File: config.mk
export PLATFORM = sky130hd
export DESIGN_NAME = pipelined_addsub
export DESIGN_NICKNAME = d
export VERILOG_FILES = /design/src/rtl/pipelined_addsub.sv
export SDC_FILE = /design/constraint.sdc
export NUM_CORES = 1
export LEC_CHECK = 0
export ABC_AREA = 1
export BUFFER_PORTS_ARGS = -buffer_cell sky130_fd_sc_hd__buf_2
export CAP_MARGIN = 20
export CORE_MARGIN = 10
export CORE_UTILIZATION = 63
export DETAILED_ROUTE_END_ITERATION = 16
export GPL_TIMING_DRIVEN = 0
export PLACE_DENSITY = 0.85
export SLEW_MARGIN = 20
export SYNTH_ARGS = -nofsm -noshare
export SYNTH_HDL_FRONTEND = slang
export SYNTH_SLANG_ARGS = --single-unit
File: constraint.sdc
create_clock -name clk -period 21.4 [get_ports clk]
set_clock_uncertainty 0.1 [all_clocks]
set_input_delay 2.14 -clock clk [delete_from_list [all_inputs] [get_ports clk]]
set_output_delay 2.14 -clock clk [all_outputs]
set_load 0.01 [all_outputs]
File: src/rtl/pipelined_addsub.sv
// rtl/pipelined_addsub.sv - WIDTH-bit add/subtract split into STAGES registered ripple-carry slices
//
// Purpose: pipelined adder/subtractor with valid/ready handshake and backpressure.
// Slice k computes bits [k*CHUNK +: CHUNK] from the carry registered by slice k-1.
// The result leaves the last stage register STAGES cycles after it is accepted.
//
// Parameters:
//   WIDTH   operand/result width (multiple of STAGES)
//   STAGES  number of slices / register stages (1..WIDTH)
//
// Ports:
//   clk, rst             clock, synchronous active-high reset
//   in_valid, in_ready   operand handshake (in_ready = pipeline may advance)
//   a, b, cin, sub       operands, carry/borrow-in, 0 = add / 1 = subtract
//   out_valid, out_ready result handshake; result held while stalled
//   sum, cout, ovf       result, carry-out (no-borrow on sub), signed overflow
//   zero, neg            result flags, present only with PIPELINED_ADDSUB_FLAGS_EN
//
// Optional feature macro: PIPELINED_ADDSUB_FLAGS_EN

module pipelined_addsub #(
    parameter int WIDTH  = 32,
    parameter int STAGES = 4
) (
    input  logic             clk,
    input  logic             rst,
    input  logic             in_valid,
    output logic             in_ready,
    input  logic [WIDTH-1:0] a,
    input  logic [WIDTH-1:0] b,
    input  logic             cin,
    input  logic             sub,
    output logic             out_valid,
    input  logic             out_ready,
    output logic [WIDTH-1:0] sum,
    output logic             cout,
    output logic             ovf
`ifdef PIPELINED_ADDSUB_FLAGS_EN
    ,
    output logic             zero,
    output logic             neg
`endif
);

    localparam int CHUNK = WIDTH / STAGES;

    // Stage registers: completed low sum bits, operand bits still to be
    // processed, carry out of the slice and carry into the slice MSB.
    logic [WIDTH-1:0] r_sum   [STAGES];
    logic [WIDTH-1:0] r_a     [STAGES];
    logic [WIDTH-1:0] r_b     [STAGES];
    logic             r_valid [STAGES];
    logic             r_c     [STAGES];
    logic             r_cm    [STAGES];

    // Next-state values each stage captures when the pipeline advances.
    logic [WIDTH-1:0] n_sum   [STAGES];
    logic [WIDTH-1:0] n_a     [STAGES];
    logic [WIDTH-1:0] n_b     [STAGES];
    logic             n_valid [STAGES];
    logic             n_c     [STAGES];
    logic             n_cm    [STAGES];

    logic             advance;
    logic [WIDTH-1:0] b_eff;
    logic             c0;

    // Subtraction is a + ~b + 1; a borrow-in removes that +1.
    assign b_eff = sub ? ~b : b;
    assign c0    = cin ^ sub;

    // The whole pipeline moves in lockstep: it stalls only when a result is
    // waiting and the consumer refuses it.
    assign advance  = !out_valid || out_ready;
    assign in_ready = advance;

    always_comb begin
        logic [WIDTH-1:0] src_a;
        logic [WIDTH-1:0] src_b;
        logic [WIDTH-1:0] src_sum;
        logic             src_c;
        logic             src_v;
        logic [CHUNK:0]   part;
        int               idx;
        src_a   = '0;
        src_b   = '0;
        src_sum = '0;
        src_c   = 1'b0;
        src_v   = 1'b0;
        part    = '0;
        idx     = 0;
        for (int k = 0; k < STAGES; k++) begin
            // Clamp so stage 0 never indexes below the array even in dead code.
            idx = (k == 0) ? 0 : k - 1;
            if (k == 0) begin
                src_a   = a;
                src_b   = b_eff;
                src_sum = '0;
                src_c   = c0;
                src_v   = in_valid;
            end else begin
                src_a   = r_a[idx];
                src_b   = r_b[idx];
                src_sum = r_sum[idx];
                src_c   = r_c[idx];
                src_v   = r_valid[idx];
            end
            part = {1'b0, src_a[k*CHUNK +: CHUNK]}
                 + {1'b0, src_b[k*CHUNK +: CHUNK]}
                 + {{CHUNK{1'b0}}, src_c};
            n_sum[k]                   = src_sum;
            n_sum[k][k*CHUNK +: CHUNK] = part[CHUNK-1:0];
            n_a[k]                     = src_a;
            n_b[k]                     = src_b;
            n_valid[k]                 = src_v;
            n_c[k]                     = part[CHUNK];
            // Carry into the slice MSB recovered from that bit's sum: s = a ^ b ^ c.
            n_cm[k] = src_a[k*CHUNK + CHUNK - 1] ^ src_b[k*CHUNK + CHUNK - 1]
                    ^ part[CHUNK-1];
        end
    end

    always_ff @(posedge clk) begin
        for (int k = 0; k < STAGES; k++) begin
            if (rst) begin
                r_sum[k]   <= '0;
                r_a[k]     <= '0;
                r_b[k]     <= '0;
                r_valid[k] <= 1'b0;
                r_c[k]     <= 1'b0;
                r_cm[k]    <= 1'b0;
            end else if (advance) begin
                r_sum[k]   <= n_sum[k];
                r_a[k]     <= n_a[k];
                r_b[k]     <= n_b[k];
                r_valid[k] <= n_valid[k];
                r_c[k]     <= n_c[k];
                r_cm[k]    <= n_cm[k];
            end
        end
    end

    assign out_valid = r_valid[STAGES-1];
    assign sum       = r_sum[STAGES-1];
    assign cout      = r_c[STAGES-1];
    assign ovf       = r_c[STAGES-1] ^ r_cm[STAGES-1];

    // Operand copies in the last stage have no consumer.
    logic unused_last_operands;
    assign unused_last_operands = ^{r_a[STAGES-1], r_b[STAGES-1]};

`ifdef PIPELINED_ADDSUB_FLAGS_EN
    logic r_zero;
    logic r_neg;

    // Flags are computed from the final slice's next sum so they land in the
    // same cycle, and hold under the same stall, as the result itself.
    always_ff @(posedge clk) begin
        if (rst) begin
            r_zero <= 1'b0;
            r_neg  <= 1'b0;
        end else if (advance) begin
            r_zero <= (n_sum[STAGES-1] == '0);
            r_neg  <= n_sum[STAGES-1][WIDTH-1];
        end
    end

    assign zero = r_zero;
    assign neg  = r_neg;
`endif

endmodule

==> results of run 1 <==
[cells by family after synthesis]
group / synth area share (%)
simple gates: 14.6
buf+inv: 9.81
flops: 63.7
compound gates: 2.53
fa+ha+maj: 5.86
xor+xnor: 3.42
[flip-flops by register name, summed over array words and instances, names as in the netlist]
signal and count:
r_sum 80, r_a 48, r_b 48, r_c 4, r_valid 4, r_cm 1
[path summary, 6_finish.rpt]
check | startpoint | endpoint | slack, ps
min | r_a[0][31] | r_a[0][63] | 440
max | out_ready | in_ready | 16600
min reg2reg | r_a[0][31] | r_a[0][63] | 440
max reg2reg | r_a[0][8] | r_c[1] | 19420
[final cells by class]
class,count,area share (%)
buffer,23,1.59
multi-input combinational,440,23.0
inverter,185,6.90
clock inverter,11,0.821
tap,176,2.19
clock buffer,20,4.34
timing repair buffer,107,5.92
sequential,185,55.2
[tightest hold or removal path, cell delays in order (launching register included)]
cell	delay (ps)
edfxtp_1	320
inv_1	40
nor2_1	80
[where the power goes]
group          switching [mW]  internal (mW)
Clock                   0.125          0.157
Combinational          0.0571         0.0366
Sequential            0.00840          0.430
[layer usage]
layer / global-route usage, % / wire [um]
met3: 4.77 / 963
met4: 9.48 / 462
met2: 33.2 / 8870
met1: 19.8 / 6300
met5: 0 / 0
[through the flow]
step           worst slack [ps]  std cells  hold slack [ps]  power (mW)  area, um2
5_1_grt                   16570       1147              460       0.849      10100
3_3_place_gp              10900       1113              420       0.532       9460
3_5_place_dp              16600       1116              432       0.538       9540
6_report                  16600       1147              442       0.814      10100
4_1_cts                   16600       1147              445       0.818      10100
2_1_floorplan             13010        833              419       0.507       8710
[layout by cell type, fill, tap and decap left out, types with 17 or more instances in the layout]
cell type | netlist | final
nand2_1 | 103 | 103
ha_1 | 28 | 28
inv_1 | 183 | 183
a21oi_1 | 31 | 31
nand3_1 | 25 | 24
nor2_1 | 195 | 195
edfxtp_1 | 185 | 185
buf_2 | 8 | 112
xnor2_1 | 24 | 24
clkbuf_16 | 0 | 17
==> summary.md, run 1 <==
| Metric | Value |
|---|---|
| Status | `completed` |
| Clock Latency Late Sink | `around 430 ps` |
| Syn_nets | `~940` |
| Row cnt | `42` |
| Clock-pin transition on the worst setup and hold timing paths | `60 ps` |
| Max cap viols | `0` |
| Worst Path Required | `between 15000 and 20000 ps` |
| Kind of critical path | `input pin to output pin` |
| Layout Utilization | `between 70% and 80%` |
| Lkg Pwr | `4.78 nW` |
| Dominant cell by count in the synthesized netlist | `nor2_1` |
| Syn Inst Count | `about 830` |
| Drt total wl | `about 17000 um` |
| Pwr dens | `80.9 mW/mm2` |
| Distinct cell type count after synthesis | `21` |
| CTS tree | `done` |
| Yosys top cell by area | `edfxtp_1` |
| Vias after detailed routing | `5705` |
| Total CTS buffers | `17` |
| Tot GR Track Use | `18.6%` |
| Vias per inst | `just under 5` |
| Worst slew pin tran | `between 700 and 800 ps` |
| Die ar. | `between 0.015 and 0.02 mm2` |
| First-pass GRT wire length | `26800 um` |
| Hold path depth | `2` |
| Largest cells by area after synthesis | `edfxtp_1 64%, nor2_1 8.4%, inv_1 7.9%, nand2_1 4.4%, ha_1 4.0%` |
| H-tree levels | `4` |
| Peak supply drop | `~0.057 mV` |
| Tcrit/Tclk final | `between 20% and 30%` |
| DR pass1 iterations | `5` |
| CP Cell Sequence | `buf_2 > inv_1 > nand2_2 > buf_2` |
| Routed len/inst | `roughly 14 um` |
| Cells on worst reg2reg path | `8` |
| GRT overflow | `0` |
| Synth Register Bits | `~190` |
| Post-CTS resize count | `0` |
| Root buf cell | `clkbuf_16` |
| Crit path largest cell delay | `between 100 and 150 ps` |
| Nets | `~1100` |
| Final Critical Period | `a little under 5000 ps` |
| Slew headroom | `52.4%` |
| Critical path's top delay family | `buffers and inverters` |
| DRC errors left | `0` |
| Port buffer count | `104` |
| Antenna violations before repair | `0` |
| Clock sinks | `185` |
| Crit path arrival time | `2560 ps` |
| Core area | `0.0134 mm2` |
| Post-Syn Area | `about 0.0087 mm2` |
| # fillers | `between 900 and 1000` |
| Syn avg cell area | `about 10 um2` |
| CP max-delay cell | `buf_2` |
| Most used cell, CP | `buf_2` |
| Unrepaired setup endpoints after global routing | `false` |
| Most common flop cell mapped by yosys | `edfxtp_1` |
| Clock buffer depth | `2` |
| Ys Warns | `0` |
| Antenna Cells | `0` |
| Initial DRC Count | `458` |
| Async S/R FF share, synth | `0%` |
| Register area share after synthesis | `63.7%` |
| Final hold vios | `0` |
| Post-CTS setup buffer count | `0` |
| Levels on crit path | `4` |
| Area delta synth->final | `15.5%` |
| Post-synth EDFFs | `185` |
| HP Class | `flop to flop` |
| Crit path launch type | `input pin` |
| Routability cong. | `roughly 0.92` |
| Synth top cells by count | `195 x nor2_1, 185 x edfxtp_1, 183 x inv_1` |
| Register area | `between 0.005 and 0.006 mm2` |
| Fmax | `~210 MHz` |
| Largest net degree at the start of global routing | `55` |
| Synth top area share | `between 60 and 70%` |
| Worst Path Buf+Inv | `3` |
| Fin. max-slew vios | `0` |
| Final Setup Violations | `0` |
| Die Y | `138 um` |
| Max FO, Critical Path | `2` |
| Share of cells above drive strength 1 | `about 16%` |
| Vias in the first global route | `between 5000 and 6000` |
| Critical Path End Type | `output pin` |
| Area of the multi-input gates | `~0.0023 mm2` |
| DIE WIDTH | `138 um` |
| Dpl hpwl | `12100 um` |
| Hold Buf Count CTS | `0` |
| Antenna-violating nets left | `0` |
| Initial core utilization | `approximately 65%` |
| Setup_tns | `0 ps` |
| Top Ports | `106` |
No activity file was read; power rests on OpenSTA's default activity.
==> inputs of run 2 (changes only) <==
CORE_UTILIZATION = 58   (was 63)
PLACE_DENSITY = 0.8   (was 0.85)
clock period = 4.7 ns   (was 21.4 ns; I/O delays follow)
==> summary.md, run 2 (same netlist as run 1, synthesis figures left out) <==
| Metric | Value |
|---|---|
| Setup_tns | `0 ps (unchanged)` |
| H-tree levels | `4 (unchanged)` |
| Vias in the first global route | `5469 (-5.2%)` |
| Tot GR Track Use | `16.2% (-2.3 points)` |
| Die ar. | `0.0203 mm2 (+7.3%)` |
| Routed len/inst | `13.8 um (-4.7%)` |
| Register area | `0.00556 mm2 (unchanged)` |
| Worst slew pin tran | `532 ps (-182 ps)` |
| Register share of total power | `52.9% (-1.0 points)` |
| Area of the multi-input gates | `0.00232 mm2 (unchanged)` |
| Nets | `1066 (+0.094%)` |
| Tcrit/Tclk final | `between 40% and 50%` |
| Clk pwr share | `36.0% (+1.4 points)` |
| Pwr dens | `373 mW/mm2 (+360%)` |
| Worst hold margin | `233 ps (-209 ps)` |
| Biggest regs | `r_sum (80), r_a (48), r_b (48)` |
| Clock Latency Late Sink | `430 ps (about the same)` |
| Worst Path Required | `4780 ps (-14380 ps)` |
| Root buf cell | `clkbuf_16` |
| Core area | `0.0146 mm2 (+9.3%)` |
| Reg2reg start | `r_a[0][8]` |
| Hold path depth | `3 (+1)` |
| Top Ports | `106 (unchanged)` |
| Crit path launch type | `input pin` |
| Initial core utilization | `59.5% (-5.5 points)` |
| Largest net degree at the start of global routing | `43 (-22%)` |
| DRC errors left | `0 (unchanged)` |
| CP Cell Sequence | `buf_2 > buf_4 > xor2_1 > fa_1 > fa_1 > nand2_1 > nand3_1 > nor2_1 > nor2_1` |
| Final Critical Period | `roughly 2300 ps` |
| Antenna-violating nets left | `0 (unchanged)` |
| Fin cells | `1157 (+0.87%)` |
| Routability cong. | `0.838 (-8.5%)` |
| Area delta synth->final | `16.1%` |
| DR pass1 iterations | `5 (unchanged)` |
| Final hold vios | `0 (unchanged)` |
| Vias after detailed routing | `5591 (-2.0%)` |
| Reg2reg end | `r_c[1]` |
| # fillers | `1096 (+19%)` |
| Sw Share | `23.0% (-0.38 points)` |
| Layout Utilization | `69.1% (-6.0 points)` |
| Fmax | `around 440 MHz` |
| Logic pwr share | `11.1% (-0.4 points)` |
| R2r setup slk | `2760 ps (-16660 ps)` |
| Clock-pin transition on the worst setup and hold timing paths | `60 ps (about the same)` |
| Max cap viols | `0 (unchanged)` |
| GRT overflow | `0 (unchanged)` |
| Placement Cell Area | `0.00956 mm2 (+0.16%)` |
| CTS tree | `done` |
| Row cnt | `44 (+4.8%)` |
| Fin. max-slew vios | `0 (unchanged)` |
| HP Class | `input pin to flop` |
| Setup crit start | `sub` |
| Max FO, Critical Path | `10 (+8)` |
| Drt total wl | `16000 um (-3.9%)` |
| Total CTS buffers | `17 (unchanged)` |
| Dpl hpwl | `11600 um (-4.0%)` |
| Die Y | `143 um (+3.6%)` |
| Antenna violations before repair | `0 (unchanged)` |
| Status | `completed` |
| Clock buffer depth | `2 (unchanged)` |
| Port buffer count | `104 (unchanged)` |
| Total power | `3.77 mW (+360%)` |
| Unrepaired setup endpoints after global routing | `false` |
| Critical Path End Type | `flop` |
| DIE WIDTH | `143 um (+3.6%)` |
| Share of cells above drive strength 1 | `16.8% (+0.38 points)` |
| Clock sinks | `185 (unchanged)` |
| Slew headroom | `64.5% (+12 points)` |
| Commonest cells after routing, fill and taps aside | `195 x nor2_1, 185 x edfxtp_1, 183 x inv_1` |
| Crit path arrival time | `2330 ps (-230 ps)` |
| Post-CTS setup buffer count | `0 (unchanged)` |
| Crit path largest cell delay | `440 ps (+300 ps)` |
| Placed cells | `1125 (+0.81%)` |
| HP Start | `a[26]` |
| Kind of critical path | `input pin to flop` |
| Int Power | `2.90 mW (+370%)` |
| Vias per inst | `4.83 (-2.8%)` |
| Lkg Pwr | `4.81 nW (+0.67%)` |
| Cells on worst reg2reg path | `8 (unchanged)` |
| Hold Buf Count CTS | `0 (unchanged)` |
| First-pass GRT wire length | `25500 um (-4.9%)` |
| Switching pwr | `0.868 mW (+360%)` |
| CP max-delay cell | `fa_1` |
| Worst setup margin | `2450 ps (-14150 ps)` |
| Fin area | `0.0101 mm2 (+0.57%)` |
| Antenna Cells | `0 (unchanged)` |
| Worst slack, placed | `2030 ps (-14570 ps)` |
| Final Setup Violations | `0 (unchanged)` |
| Post-CTS resize count | `0 (unchanged)` |
| Commonest non-fill, non-tap cell in the layout | `nor2_1` |
| Worst hold endpoint | `r_a[0][26]` |
| Initial DRC Count | `422 (-7.9%)` |
| Peak supply drop | `0.279 mV (+390%)` |
| Max reg flops | `80 (unchanged)` |
| Biggest register | `r_sum` |
[run 2: cell count changes in the layout (fill, tap and decap cells not counted), sizes merged]
cell and change:
buf +1, bufinv +1, clkinvlp -2, inv +2
[run 2: routing by layer]
metal | track usage, % | wire (um)
met4 | 8.31 | 483
met5 | 0 | 0
met3 | 3.50 | 699
met1 | 17.6 | 6220
met2 | 29.2 | 8550
[run 2: layout make-up]
| cell class | instances | share of cell area [%] |
|---|---|---|
| sequential | 185 | 54.9 |
| multi-input combinational | 440 | 22.9 |
| tap | 184 | 2.27 |
| clock buffer | 20 | 4.32 |
| clock inverter | 12 | 1.24 |
| buffer | 23 | 1.58 |
| timing repair buffer | 108 | 5.93 |
| inverter | 185 | 6.86 |
[run 2: worst max-delay path by stage]
stage | end | slack, ps | depth (start not counted)
2_1_floorplan | r_a[0][10] | 390 | 2
3_3_place_gp | r_sum[3][24] | -890 | 3
3_5_place_dp | r_sum[0][4] | 2030 | 9
4_1_cts | r_sum[0][4] | 2470 | 9
5_1_grt | r_c[0] | 2360 | 9
6_report | r_sum[0][4] | 2450 | 9
[run 2: power groups by stage]
| stage | Combinational, mW | Sequential [mW] | Clock, mW |
|---|---|---|---|
| 2_1_floorplan | 0.275 | 2.03 | 0 |
| 3_3_place_gp | 0.397 | 2.02 | 0 |
| 3_5_place_dp | 0.417 | 2.03 | 0 |
| 4_1_cts | 0.424 | 1.99 | 1.38 |
| 5_1_grt | 0.479 | 2.01 | 1.45 |
| 6_report | 0.420 | 1.99 | 1.36 |
[run 2: worst max-delay path, delay by kind of cell]
family / cells / cell delay, ps
xor+xnor: 1 / 110
fa+ha+maj: 2 / 880
simple gates: 4 / 350
buf+inv: 2 / 500
==> inputs of run 3 (changes only) <==
clock period = 2.2 ns   (was 4.7 ns; I/O delays follow)
==> summary.md, run 3 (same netlist as run 1, synthesis figures left out) <==
| Metric | Value |
|---|---|
| Status | `completed` |
| Commonest non-fill, non-tap cell in the layout | `nor2_1` |
| Vias per inst | `4.86 (+0.57%)` |
| Total CTS buffers | `17 (unchanged)` |
| Tcrit/Tclk final | `88.0%` |
| CP Cell Sequence | `buf_2 > buf_4 > xor2_1 > fa_1 > fa_2 > nand3_1 > nand3_1 > nor2_1 > nor2_1` |
| Slew headroom | `55.0% (-9.5 points)` |
| Fmax | `between 500 and 600 MHz` |
| Final Critical Period | `1940 ps` |
| Max cap viols | `0 (unchanged)` |
| Reg2reg start | `r_a[0][8]` |
| Antenna Cells | `0 (unchanged)` |
| Worst hold margin | `10.5 ps (-223 ps)` |
| Root buf cell | `clkbuf_16` |
| Fin. max-slew vios | `0 (unchanged)` |
| Clock-pin transition on the worst setup and hold timing paths | `70 ps (about the same)` |
| DR pass1 iterations | `5 (unchanged)` |
| Post-CTS resize count | `0 (unchanged)` |
| Clock buffer depth | `2 (unchanged)` |
| Biggest register | `r_sum` |
| Routability cong. | `0.856 (+2.1%)` |
| Area delta synth->final | `18.6%` |
| Nets | `1087 (+2.0%)` |
| Max FO, Critical Path | `10 (unchanged)` |
| Max reg flops | `80 (unchanged)` |
| Clock sinks | `185 (unchanged)` |
| Antenna-violating nets left | `0 (unchanged)` |
| Layout Utilization | `70.6% (+1.5 points)` |
| Placed cells | `1124 (-0.089%)` |
| Hold path depth | `3 (unchanged)` |
| Vias in the first global route | `5791 (+5.9%)` |
| Worst Path Required | `2300 ps (-2480 ps)` |
| Crit path largest cell delay | `460 ps (+20 ps)` |
| GRT overflow | `0 (unchanged)` |
| Die Y | `143 um (unchanged)` |
| Tot GR Track Use | `17.1% (+0.86 points)` |
| # fillers | `1057 (-3.6%)` |
| Share of cells above drive strength 1 | `16.3% (-0.45 points)` |
| Worst slew pin tran | `675 ps (+143 ps)` |
| Crit path launch type | `input pin` |
| Vias after detailed routing | `5725 (+2.4%)` |
| Antenna violations before repair | `0 (unchanged)` |
| Crit path arrival time | `2030 ps (-300 ps)` |
| Die ar. | `0.0203 mm2 (unchanged)` |
| Peak supply drop | `0.569 mV (+100%)` |
| Routed len/inst | `14.0 um (+1.5%)` |
| Final hold vios | `0 (unchanged)` |
| Lkg Pwr | `4.90 nW (+1.8%)` |
| Final Setup Violations | `0 (unchanged)` |
| CP max-delay cell | `fa_1` |
| Critical Path End Type | `flop` |
| R2r setup slk | `280 ps (-2480 ps)` |
| Core area | `0.0146 mm2 (unchanged)` |
| Kind of critical path | `input pin to flop` |
| CTS tree | `done` |
| Pwr dens | `786 mW/mm2 (+110%)` |
| First-pass GRT wire length | `26900 um (+5.4%)` |
| Initial DRC Count | `412 (-2.4%)` |
| Clock Latency Late Sink | `430 ps (about the same)` |
| Setup_tns | `0 ps (unchanged)` |
| Cells on worst reg2reg path | `8 (unchanged)` |
| DIE WIDTH | `143 um (unchanged)` |
| Worst hold endpoint | `r_b[0][18]` |
| Row cnt | `44 (unchanged)` |
| Reg2reg end | `r_c[1]` |
| HP Start | `b[18]` |
| Port buffer count | `104 (unchanged)` |
| H-tree levels | `4 (unchanged)` |
| Biggest regs | `r_sum (80), r_a (48), r_b (48)` |
| HP Class | `input pin to flop` |
| Drt total wl | `16500 um (+3.3%)` |
| Dpl hpwl | `11500 um (-0.71%)` |
| Top Ports | `106 (unchanged)` |
| DRC errors left | `0 (unchanged)` |
| Initial core utilization | `59.5% (unchanged)` |
| Unrepaired setup endpoints after global routing | `false` |
| Largest net degree at the start of global routing | `58 (+35%)` |
| Fin cells | `1178 (+1.8%)` |
| Commonest cells after routing, fill and taps aside | `195 x nor2_1, 185 x edfxtp_1, 183 x inv_1` |
run 3: repair_timing:
item,in CTS,in global routing
endpoints found under the hold margin,22,0
setup buffers,0,0
hold buffers,22,0
endpoints found under the setup margin,0,0
run 3: stage by stage:
stage          power (mW)  instance area [um2]  setup slack (ps)
2_1_floorplan        4.93                 8730              -537
3_3_place_gp         5.17                 9480             -1120
3_5_place_dp         5.23                 9560              -153
4_1_cts              8.16                10300               272
5_1_grt              8.48                10300               128
6_report             8.12                10300               264
run 3: cell type report:
class / count / area [um2] / area share (%)
well taps: 184 / 230 / 2.23
inverters: 185 / 694 / 6.72
flip-flops and latches: 185 / 5560 / 53.7
clock buffers: 19 / 433 / 4.19
clock inverters: 13 / 128 / 1.23
repair buffers: 129 / 816 / 7.89
multi-input cells: 440 / 2320 / 22.4
plain buffers: 23 / 160 / 1.55
run 3: metal layers:
metal / global-route usage, % / wire length [um]
met3: 3.91 / 697
met4: 8.14 / 399
met5: 0 / 0
met1: 17.8 / 6380
met2: 31.7 / 9020
run 3: report_power, final:
| part | switching [mW] | internal (mW) | leakage (nW) | total, mW |
|---|---|---|---|---|
| registers | 0.0787 | 4.18 | 2.20 | 4.26 |
| logic | 0.552 | 0.382 | 2.43 | 0.934 |
| clock network | 1.27 | 1.66 | 0.272 | 2.93 |
run 3: how the worst max path moves through the flow:
| stage | cells after the start | to | from | slack [ps] |
|---|---|---|---|---|
| 2_1_floorplan | 1 | r_a[0][10] | r_valid[3] | -540 |
| 5_1_grt | 8 | r_sum[2][20] | r_b[0][48] | 130 |
| 3_3_place_gp | 3 | r_sum[3][29] | out_ready | -1120 |
| 6_report | 9 | r_sum[0][6] | sub | 260 |
| 4_1_cts | 8 | r_c[1] | r_a[0][8] | 270 |
| 3_5_place_dp | 9 | r_c[0] | sub | -150 |
run 3: worst max-delay path: cells and delay by family:
family                     cells  cell delay [ps]
xor gates and xnor gates       1              110
adders and majority gates      2              860
buffers and inverters          2              490
and+or+nand+nor                4              350
